--- src/rtl/shift_deser.sv ---
// Serial-to-parallel receiver: frames serial bits into WIDTH-bit words and
// presents each completed word on a held register with a Valid/Ready handshake.
module shift_deser #(
  parameter int WIDTH = 4
) (
  input  logic             CLK,
  input  logic             Clear,
  input  logic             InS,
  input  logic             BitEn,
  input  logic             Frame,
  input  logic             RL,
  input  logic             Ready,
  output logic [WIDTH-1:0] OutP,
  output logic             Valid,
  output logic             Busy,
  output logic             Overrun,
  output logic             FrameErr,
  output logic             dbg_state_o
);

  // Handshake: OutP is offered while Valid=1 and is consumed on any rising
  // edge where Valid & Ready; Valid never drops without Ready, and OutP only
  // changes while Valid=1 when a new word completes on an accepting edge.

  localparam int CW = $clog2(WIDTH + 1);
  localparam logic [CW-1:0] LAST_CNT = CW'(WIDTH - 1);

  typedef enum logic {
    IDLE  = 1'b0,
    SHIFT = 1'b1
  } state_t;

  state_t           state_q, state_d;
  logic [WIDTH-1:0] sr_q, sr_d;
  logic [CW-1:0]    cnt_q, cnt_d;
  logic [WIDTH-1:0] outp_q, outp_d;
  logic             valid_q, valid_d;
  logic             overrun_q, overrun_d;
  logic             frame_err_q, frame_err_d;
  logic [WIDTH-1:0] sr_in;
  logic             complete;

  always_ff @(posedge CLK) begin
    if (Clear) begin
      state_q     <= IDLE;
      sr_q        <= '0;
      cnt_q       <= '0;
      outp_q      <= '0;
      valid_q     <= 1'b0;
      overrun_q   <= 1'b0;
      frame_err_q <= 1'b0;
    end else begin
      state_q     <= state_d;
      sr_q        <= sr_d;
      cnt_q       <= cnt_d;
      outp_q      <= outp_d;
      valid_q     <= valid_d;
      overrun_q   <= overrun_d;
      frame_err_q <= frame_err_d;
    end
  end

  always_comb begin
    sr_in       = RL ? {sr_q[WIDTH-2:0], InS} : {InS, sr_q[WIDTH-1:1]};
    state_d     = state_q;
    sr_d        = sr_q;
    cnt_d       = cnt_q;
    frame_err_d = 1'b0;
    complete    = 1'b0;
    case (state_q)
      IDLE: begin
        if (BitEn && Frame) begin
          sr_d    = sr_in;
          cnt_d   = CW'(1);
          state_d = SHIFT;
        end
      end
      SHIFT: begin
        if (BitEn) begin
          sr_d = sr_in;
          if (Frame) begin
            // Mid-word Frame restarts the word with this bit as its first.
            frame_err_d = 1'b1;
            cnt_d       = CW'(1);
          end else if (cnt_q == LAST_CNT) begin
            complete = 1'b1;
            cnt_d    = '0;
            state_d  = IDLE;
          end else begin
            cnt_d = cnt_q + CW'(1);
          end
        end
      end
      default: state_d = IDLE;
    endcase
  end

  always_comb begin
    outp_d    = outp_q;
    valid_d   = valid_q;
    overrun_d = overrun_q;
    if (complete) begin
      if (!valid_q || Ready) begin
        outp_d  = sr_in;
        valid_d = 1'b1;
      end else begin
        overrun_d = 1'b1;
      end
    end else if (valid_q && Ready) begin
      valid_d = 1'b0;
    end
  end

  assign OutP        = outp_q;
  assign Valid       = valid_q;
  assign Busy        = (state_q == SHIFT);
  assign Overrun     = overrun_q;
  assign FrameErr    = frame_err_q;
  assign dbg_state_o = state_q;

endmodule

--- config.mk ---
export PLATFORM = sky130hd
export DESIGN_NAME = shift_deser
export DESIGN_NICKNAME = d
export VERILOG_FILES = /design/src/rtl/shift_deser.sv
export SDC_FILE = /design/constraint.sdc
export NUM_CORES = 1
export LEC_CHECK = 0
export BUFFER_PORTS_ARGS = -buffer_cell sky130_fd_sc_hd__buf_2
export CAP_MARGIN = 15
export CORE_AREA = 8 8 45 47
export CTS_BUF_LIST = sky130_fd_sc_hd__clkbuf_8
export CTS_CLUSTER_DIAMETER = 100
export CTS_CLUSTER_SIZE = 30
export DETAILED_ROUTE_END_ITERATION = 7
export DIE_AREA = 0 0 53 55
export PLACE_DENSITY = 0.75
export RECOVER_POWER = 50
export SYNTH_ARGS = -nofsm -noshare
export SYNTH_HDL_FRONTEND = slang
export SYNTH_SLANG_ARGS = --single-unit
--- constraint.sdc ---
create_clock -name CLK -period 3.4 [get_ports CLK]
set_input_delay 0.68 -clock CLK [delete_from_list [all_inputs] [get_ports CLK]]
set_output_delay 0.68 -clock CLK [all_outputs]
set_load 0.03 [all_outputs]
# == Yosys cells after proc, flatten, opt, wreduce, memory -nomap -nowiden ==
# Cells that the tools add are included.
# word_totals
register_bits,15
in_bits,7
out_inout_bits,9
wordCells,47
# op_classes
n_addsub,1
eq_ne,4
n_mux,22
bitwise,3
reduce_logical,10
# op_table
cell,count
1-bit 2-to-1 mux,12
3-bit 2-to-1 mux,4
4-bit 2-to-1 mux,3
4-bit one-hot mux with 2 select lines,1
2-bit AND reduction,4
3-bit one-hot mux with 2 select lines,1
"2-bit != test, second input constant",2
"3-bit by 1-bit adder with 3-bit output, second input constant",1
"3-bit by 2-bit equality test with 1-bit output, second input constant",1
1-bit NOT,3
3-bit OR reduction,1
1-bit logical AND,2
"2-bit by 1-bit != test with 1-bit output, second input constant",1
1-bit one-hot mux with 2 select lines,1
2-bit nonzero test,1
1-bit logical NOT,1
1-bit logical OR,1

# == Logic depth before layout (Yosys ltp) ==
# Gate-level depths: netlist of the first run.
# logic_depth
ltp_word,7
mapped_depth,5
depth_no_buf,4

# == Worst setup path after synthesis of the first run ==
# No wires, ideal clock.
# synth_timing
path_kind,reg2out
start,register state_q (netlist: Busy)
end,output port dbg_state_o
arrival_time_ns,0.808
required_ns,2.720
path_slack_ns,1.912
path_stages_with_launch,2
path_buffers,1
path_cell_list,dfxtp_1 > buf_4
# synth_rtl
item,line,rtl
from (decl),33,"state_t state_q, state_d;"
from (signal assigned),53,state_q <= state_d;
to (decl),18,output logic dbg_state_o
# No word-level cell between the ends.

# == Worst setup path after layout of the first run ==
# layout_timing
start,register state_q (netlist: Busy)
end,output port Busy
# layout_rtl
item,line,rtl
to (decl),15,"output logic Busy,"
# No word-level cell between the ends.

==> results.md, run 1 <==
* CTS hold repair buffers at 0
* Pins Over Slew Limit at 0
* Total number of cells along the worst setup path at 1
* Layout Cells excl Fill at 97
* Setup bufs post-CTS at 0
* CTS Buffer Depth at 2
* CTS tree: yes
* Final hold violation count at 0
* Synth top cells by count: 15 x dfxtp_1, 7 x nor2_1, 6 x a31oi_1
* Die Ht at 55 um
* Most frequent cell after synthesis: dfxtp_1
* Max stage delay on crit path at approximately 0.44 ns
* Register area at 300 um2
* Skew-Pair Late Insertion Delay at 0.25 ns
* Maxcap violations at 0
* Setup TNS at 0 ns
* Hpwl dp at 960 um
* Total GRT Usage at 10.2%
* Total power at 361 uW
* Fill cells at 132
* Routed len/inst at 13.2 um
* FP Rows at 14
* Count of different cell masters after synthesis at 24
* Clk_skew at 0.000788 ns
* Post-CTS resize count at 0
* Yosys warning count at 0
* Multi-input logic area at 310 um2
* Ys flop type: dfxtp_1
* Sequential area share after synthesis at 45.7%
* Gr ovfl total at 0
* Synthesized area per cell at 9.66 um2
* F_max at 622 MHz
* Core area at 1380 um2
* R2r setup slk at 1.93 ns
* IO Pins at 16
* DIE AREA at 2920 um2
* Setup crit end kind: output pin
* First-pass GRT wire length at 2.14 mm
* Crit start category: flip-flop
* Final core utilization at about 54%
* Syn-to-layout area delta at 14.3%
* Critical path class: flip-flop to output pin
* Syn_nets at 76
* Worst-margin pin slew at 0.615 ns
* Crit path max-delay cell type: dfxtp_1
* WP data required at 2.72 ns
* Ranking of synthesized cells by area: dfxtp_1 46%, mux2i_1 6.1%, a211oi_1 5.7%
* Worst path bufs/invs at 1
* P_leak at 0.000314 uW
* Syn Inst Count at 68
* FF+latch count, synth at 15
* Critical path fanouts, max at 8
* Crit-path cells: buf_2
* RSZ-0062 raised after global routing: no
* Number of DRC markers in iteration 0 at 4
* Final ANT Viol Nets at 0
* CTS H-tree lvls at 1
* Synth top area share at 45.7%
* Vias in the first global route at 475
* Hold Path Class: flip-flop to flip-flop
* Clk root buf: clkbuf_8
* Largest net degree at the start of global routing at 17
* Slew HR at between 50% and 60%
* Hold Path Depth at 2
* Vias/cell at 5.53
* Starting Density at 47.5%
* Post-Syn Area at 657 um2
* Tmin final at 1.61 ns
* DR DRC count at 0
* Via count at 536
* R2R cell count at 4
* Max VDD drop at 0.000265 V
* Outcome: completed
* Drt pass-1 iters at 4
* Async S/R FF share, synth at 0%
* Num CTS Buffers at 3
* Clk sinks at 15
* Post-synth top area cell: dfxtp_1
* Placed cell count at 93
* Die W at between 50 and 60 um
* Antenna diodes at 0
* Pwr/cell area at 481 nW/um2
* CP arrival at 0.93 ns
* Layout cells sized above 1 at between 20% and 30%
* Post-synth EDFFs at 0
* Fin crit share at 47.3%
* Initial antenna violation count at 0
* Port bufs at 15
* RePlAce Congestion at 0.727
* Final setup vio count at 0
* Kind of cell adding the most delay to the critical path: flip-flops
* Detailed Route WL at 1.28 mm
* Final Net Count at 90
* Clock transition at path regs at 0.06 ns
[power breakdown]
group          internal, uW  total (uW)  switching, uW
sequential              182         187           4.71
clock                  80.0         141           61.3
combinational          12.9        32.9           20.0
[path summary, 6_finish.rpt]
kind                                             from                     to
worst max-delay path                  Busy$_SDFF_PP0_                   Busy
worst min-delay path            cnt_q[2]$_SDFFE_PP0P_  cnt_q[2]$_SDFFE_PP0P_
worst max register to register  cnt_q[0]$_SDFFE_PP0P_   OutP[3]$_SDFFE_PP0P_
worst min register to register  cnt_q[2]$_SDFFE_PP0P_  cnt_q[2]$_SDFFE_PP0P_
[area by class of cell]
class | count | share of cell area, %
Timing Repair Buffer | 15 | 9.50
Sequential cell | 15 | 40.0
Clock buffer | 3 | 5.50
Multi-Input combinational cell | 46 | 41.3
Inverter | 1 | 0.500
Clock inverter | 1 | 0.500
Tap cell | 16 | 2.67
[layer usage]
metal  vias up  GRT usage [%]  wire (um)
met5         -              0          0
li1        278              -          -
met3         5           4.81         90
met4         0           7.76         38
met2        16           14.8        591
met1       237           11.4        562
[metrics by stage]
stage	hold slack (ns)	setup WS (ns)	cell area [um2]
2_1_floorplan	0.434	1.91	657
3_5_place_dp	0.461	1.75	709
3_3_place_gp	0.453	1.78	709
5_1_grt	0.490	1.73	751
4_1_cts	0.469	1.79	754
6_report	0.464	1.79	751
[logic make-up after synthesis]
logic type	Yosys count	share of synthesized area, %
simple gates	19	16.2
mux	4	6.10
compound gates	22	23.0
fa+ha+maj	1	1.90
buf+inv	7	7.05
flops	15	45.7
[sequential cells by signal, summed over array words and instances, names as in the netlist]
name and flops:
Overrun 1, OutP 4, Busy 1, sr_q 4, Valid 1, FrameErr 1
cnt_q 3
[placed cells by master (no fill, tap or decap)]
master,count
clkbuf_1,3
nor2_1,7
nand2b_1,3
a311oi_1,4
dfxtp_1,15
inv_1,2
nor3b_1,1
a21o_2,1
and3b_2,1
clkbuf_8,3
nand2_1,2
o21a_1,1
nor2b_1,1
mux2i_1,4
buf_2,12
a21oi_1,4
o21ai_0,1
a211oi_1,5
a31oi_1,6
ha_1,1
or2b_1,2
and2b_1,1
nand3b_1,1
Note: power is estimated with default switching activity, not from simulation.
==> run 2, diff against run 1 <==
--- a/config.mk
+++ b/config.mk
@@ -5,15 +5,16 @@
 export SDC_FILE = /design/constraint.sdc
 export NUM_CORES = 1
 export LEC_CHECK = 0
+export ABC_AREA = 1
 export BUFFER_PORTS_ARGS = -buffer_cell sky130_fd_sc_hd__buf_2
 export CAP_MARGIN = 15
-export CORE_AREA = 8 8 45 47
+export CORE_AREA = 8 8 46 48
 export CTS_BUF_LIST = sky130_fd_sc_hd__clkbuf_8
 export CTS_CLUSTER_DIAMETER = 100
 export CTS_CLUSTER_SIZE = 30
 export DETAILED_ROUTE_END_ITERATION = 7
-export DIE_AREA = 0 0 53 55
-export PLACE_DENSITY = 0.75
+export DIE_AREA = 0 0 54 56
+export PLACE_DENSITY = 0.72
 export RECOVER_POWER = 50
 export SYNTH_ARGS = -nofsm -noshare
 export SYNTH_HDL_FRONTEND = slang
==> constraint.sdc (replaced) <==
create_clock -name CLK -period 1.4 [get_ports CLK]
set_input_delay 0.28 -clock CLK [delete_from_list [all_inputs] [get_ports CLK]]
set_output_delay 0.28 -clock CLK [all_outputs]
set_load 0.03 [all_outputs]
==> run 2 against run 1 <==
Combinational power increased by 140%. Count of clock-buffer cells in the layout unchanged. Cell count increased by 19%. Global-route usage decreased by 1.6 points. Sequential share of layout area increased by 0.68 points. Die area increased by 3.7%. Total power increased by 140%. Synthesized area decreased by 4.2%. Synthesized cell count increased by 21%. Clock skew increased by 0.00097 ns. Largest cell class is now flip-flops and latches.
==> results.md, run 2 <==
* Outcome: completed
* Maxcap violations at 0 (unchanged)
* RR Startpoint: cnt_q[0]$_SDFFE_PP0P_
* Max stage delay on crit path at 0.35 ns (-0.09 ns)
* Clk root buf: clkbuf_8
* F_max at between 800 and 900 MHz
* Crit start category: flip-flop
* Synth top area share at 47.7% (+2.0 points)
* Syn-to-layout area delta at 17.3%
* Final setup vio count at 0 (unchanged)
* Ys flop type: dfxtp_1
* Crit-path most repeated cell: nand2_1
* Async S/R FF share, synth at 0% (unchanged)
* Clk_skew at 0.00176 ns (+0.000969 ns)
* Synth top cells by count: 15 x dfxtp_1, 13 x nand2_1, 11 x a21oi_1
* Vias in the first global route at 526 (+11%)
* CTS H-tree lvls at 1 (unchanged)
* Setup TNS at 0 ns (unchanged)
* Total GRT Usage at 8.58% (-1.6 points)
* Die W at 54 um (+1.9%)
* Post-synth EDFFs at 0 (unchanged)
* Crit path launch: cnt_q[0]$_SDFFE_PP0P_
* Reg power frac at 52.7% (+1.0 points)
* Setup crit end kind: flip-flop
* Vias/cell at 5.06 (-8.4%)
* Switching Fraction at 22.9% (-0.90 points)
* Commonest non-fill, non-tap cell in the layout: dfxtp_1
* Final Net Count at 108 (+20%)
* FP Rows at 14 (unchanged)
* DIE AREA at 3020 um2 (+3.7%)
* RSZ-0062 raised after global routing: no
* Largest net degree at the start of global routing at 12 (-5)
* Layout cells sized above 1 at 12.1% (-8.9 points)
* Most frequent cell after synthesis: dfxtp_1
* CTS tree: yes
* Via count at 582 (+8.6%)
* Post-synth top area cell: dfxtp_1
* CTS hold repair buffers at 0 (unchanged)
* CP arrival at 1.34 ns (+0.41 ns)
* Setup bufs post-CTS at 0 (unchanged)
* Count of different cell masters after synthesis at 16 (-33%)
* Worst hold start: BitEn
* Post-Syn Area at 629 um2 (-4.2%)
* Routed len/inst at 10.7 um (-19%)
* Crit-path cells: ha_1 > nand2_1 > nor2_4 > nand3_1 > nand2_1 > nor2_1
* Pwr/cell area at 1160 nW/um2 (+140%)
* Pins Over Slew Limit at 0 (unchanged)
* Clock transition at path regs at 0.06 ns (about the same)
* Total power at 859 uW (+140%)
* Tmin final at about 1.2 ns
* Ranking of synthesized cells by area: dfxtp_1 48%, a21oi_1 8.7%, nand2_1 7.8%
* Comb pwr share at 9.1% (about the same)
* Clk sinks at 15 (unchanged)
* Starting Density at 43.8% (-3.7 points)
* Antenna diodes at 0 (unchanged)
* Critical path class: flip-flop to flip-flop
* R2r setup slk at 0.19 ns (-1.74 ns)
* Syn_nets at 90 (+18%)
* RePlAce Congestion at 0.828 (+14%)
* Yosys warning count at 0 (unchanged)
* WP data required at 1.53 ns (-1.19 ns)
* Hpwl dp at 924 um (-3.7%)
* Kind of cell adding the most delay to the critical path: simple AND/OR/NAND/NOR gates
* Slew HR at 75.2% (+16 points)
* P_leak at 0.000308 uW (-2.0%)
* Num CTS Buffers at 3 (unchanged)
* Most frequent cells in the layout: 15 x dfxtp_1, 14 x nand2_1, 11 x a21oi_1
* Sequential area share after synthesis at 47.7% (+2.0 points)
* Port bufs at 15 (unchanged)
* P_int at 662 uW (+140%)
* Fin crit share at a little under nine tenths
* Crit path max-delay cell type: dfxtp_1
* Max VDD drop at 0.000699 V (+160%)
* Initial antenna violation count at 0 (unchanged)
* Clk pwr share at 38.2% (-1.0 points)
* Syn Inst Count at 82 (+21%)
* CTS Buffer Depth at 2 (unchanged)
* Number of DRC markers in iteration 0 at 22 (+18)
* DR DRC count at 0 (unchanged)
* FF+latch count, synth at 15 (unchanged)
* Hold Path Class: primary input to flip-flop
* Synthesized area per cell at 7.68 um2 (-21%)
* First-pass GRT wire length at 2.01 mm (-6.2%)
* Worst-margin pin slew at 0.373 ns (-0.242 ns)
* Die Ht at 56 um (+1.8%)
* Final hold violation count at 0 (unchanged)
* Detailed Route WL at 1.23 mm (-4.4%)
* Final ANT Viol Nets at 0 (unchanged)
* Core area at 1440 um2 (+3.8%)
* Skew-Pair Late Insertion Delay at 0.24 ns (about the same)
* Gr ovfl total at 0 (unchanged)
* Worst path bufs/invs at 0 (-1)
* Critical path fanouts, max at 11 (+3)
* Net Sw Power at 197 uW (+130%)
* Drt pass-1 iters at 4 (unchanged)
* IO Pins at 16 (unchanged)
==> run 2: cell count changes after synthesis, sizes merged, moves of 5 or more <==
cell	delta
inv	+8
nand2	+12
a211oi	-5
o21ai	+7
a21oi	+7
nand3	+7
==> run 2: kinds of logic after synthesis <==
family / after synthesis / synth area share, %
AOI/OAI and AO/OA: 21 / 17.1
adders and majority gates: 1 / 1.99
DFF: 15 / 47.7
and+or+nand+nor: 34 / 24.9
buffers and inverters: 11 / 8.35
==> run 2: through the flow <==
step	util, %	setup slack [ns]	hold WS [ns]	instance area, um2	std cells
3_3_place_gp	49.1	0.162	0.445	706	111
3_5_place_dp	49.1	0.113	0.463	706	111
5_1_grt	51.4	0.0616	0.331	738	115
2_1_floorplan	-	0.189	0.349	629	82
6_report	51.4	0.191	0.324	738	115
4_1_cts	52.3	0.0931	0.292	751	115
==> run 2: worst reg2reg max path, delay by kind of cell, from the launching register on <==
family                     cells  cell delay (ns)
and+or+nand+nor                5             0.58
DFF                            1             0.35
adders and majority gates      1             0.17
==> run 2: area by class of cell <==
type | instances | area (um2)
Tap cell | 16 | 20.0
Fill cell | 153 | 698
Timing Repair Buffer | 15 | 65.1
Clock inverter | 1 | 3.75
Sequential cell | 15 | 300
Inverter | 9 | 33.8
Multi-Input combinational cell | 56 | 274
Clock buffer | 3 | 41.3
==> run 2: power groups by stage <==
stage               Sequential, uW  Clock (uW)  Combinational (uW)
floorplan                      465           0                50.0
global placement               462           0                79.2
detailed placement             462           0                80.8
CTS                            453         335                82.2
global route                   455         358                89.7
finish                         453         328                78.3
==> run 2: worst paths after layout <==
check	end	cells past startpoint
worst min-delay path	cnt_q[2]$_SDFFE_PP0P_	2
worst max-delay path	OutP[0]$_SDFFE_PP0P_	6
worst max register to register	OutP[0]$_SDFFE_PP0P_	6
worst min register to register	Overrun$_SDFFE_PP0P_	2
==> run 2: layer usage <==
metal,part of all wire [%],GRT usage [%],up-vias
li1,-,-,306
met1,44,9.83,262
met2,46,12.6,10
met3,6.6,1.87,4
met4,3.1,7.39,0
met5,0,0,-
==> run 2: timing repair <==
action                                 in CTS  in global routing
endpoints found under the hold margin       0                  0
setup endpoints to repair                   0                  2
resized for setup                           0                  1
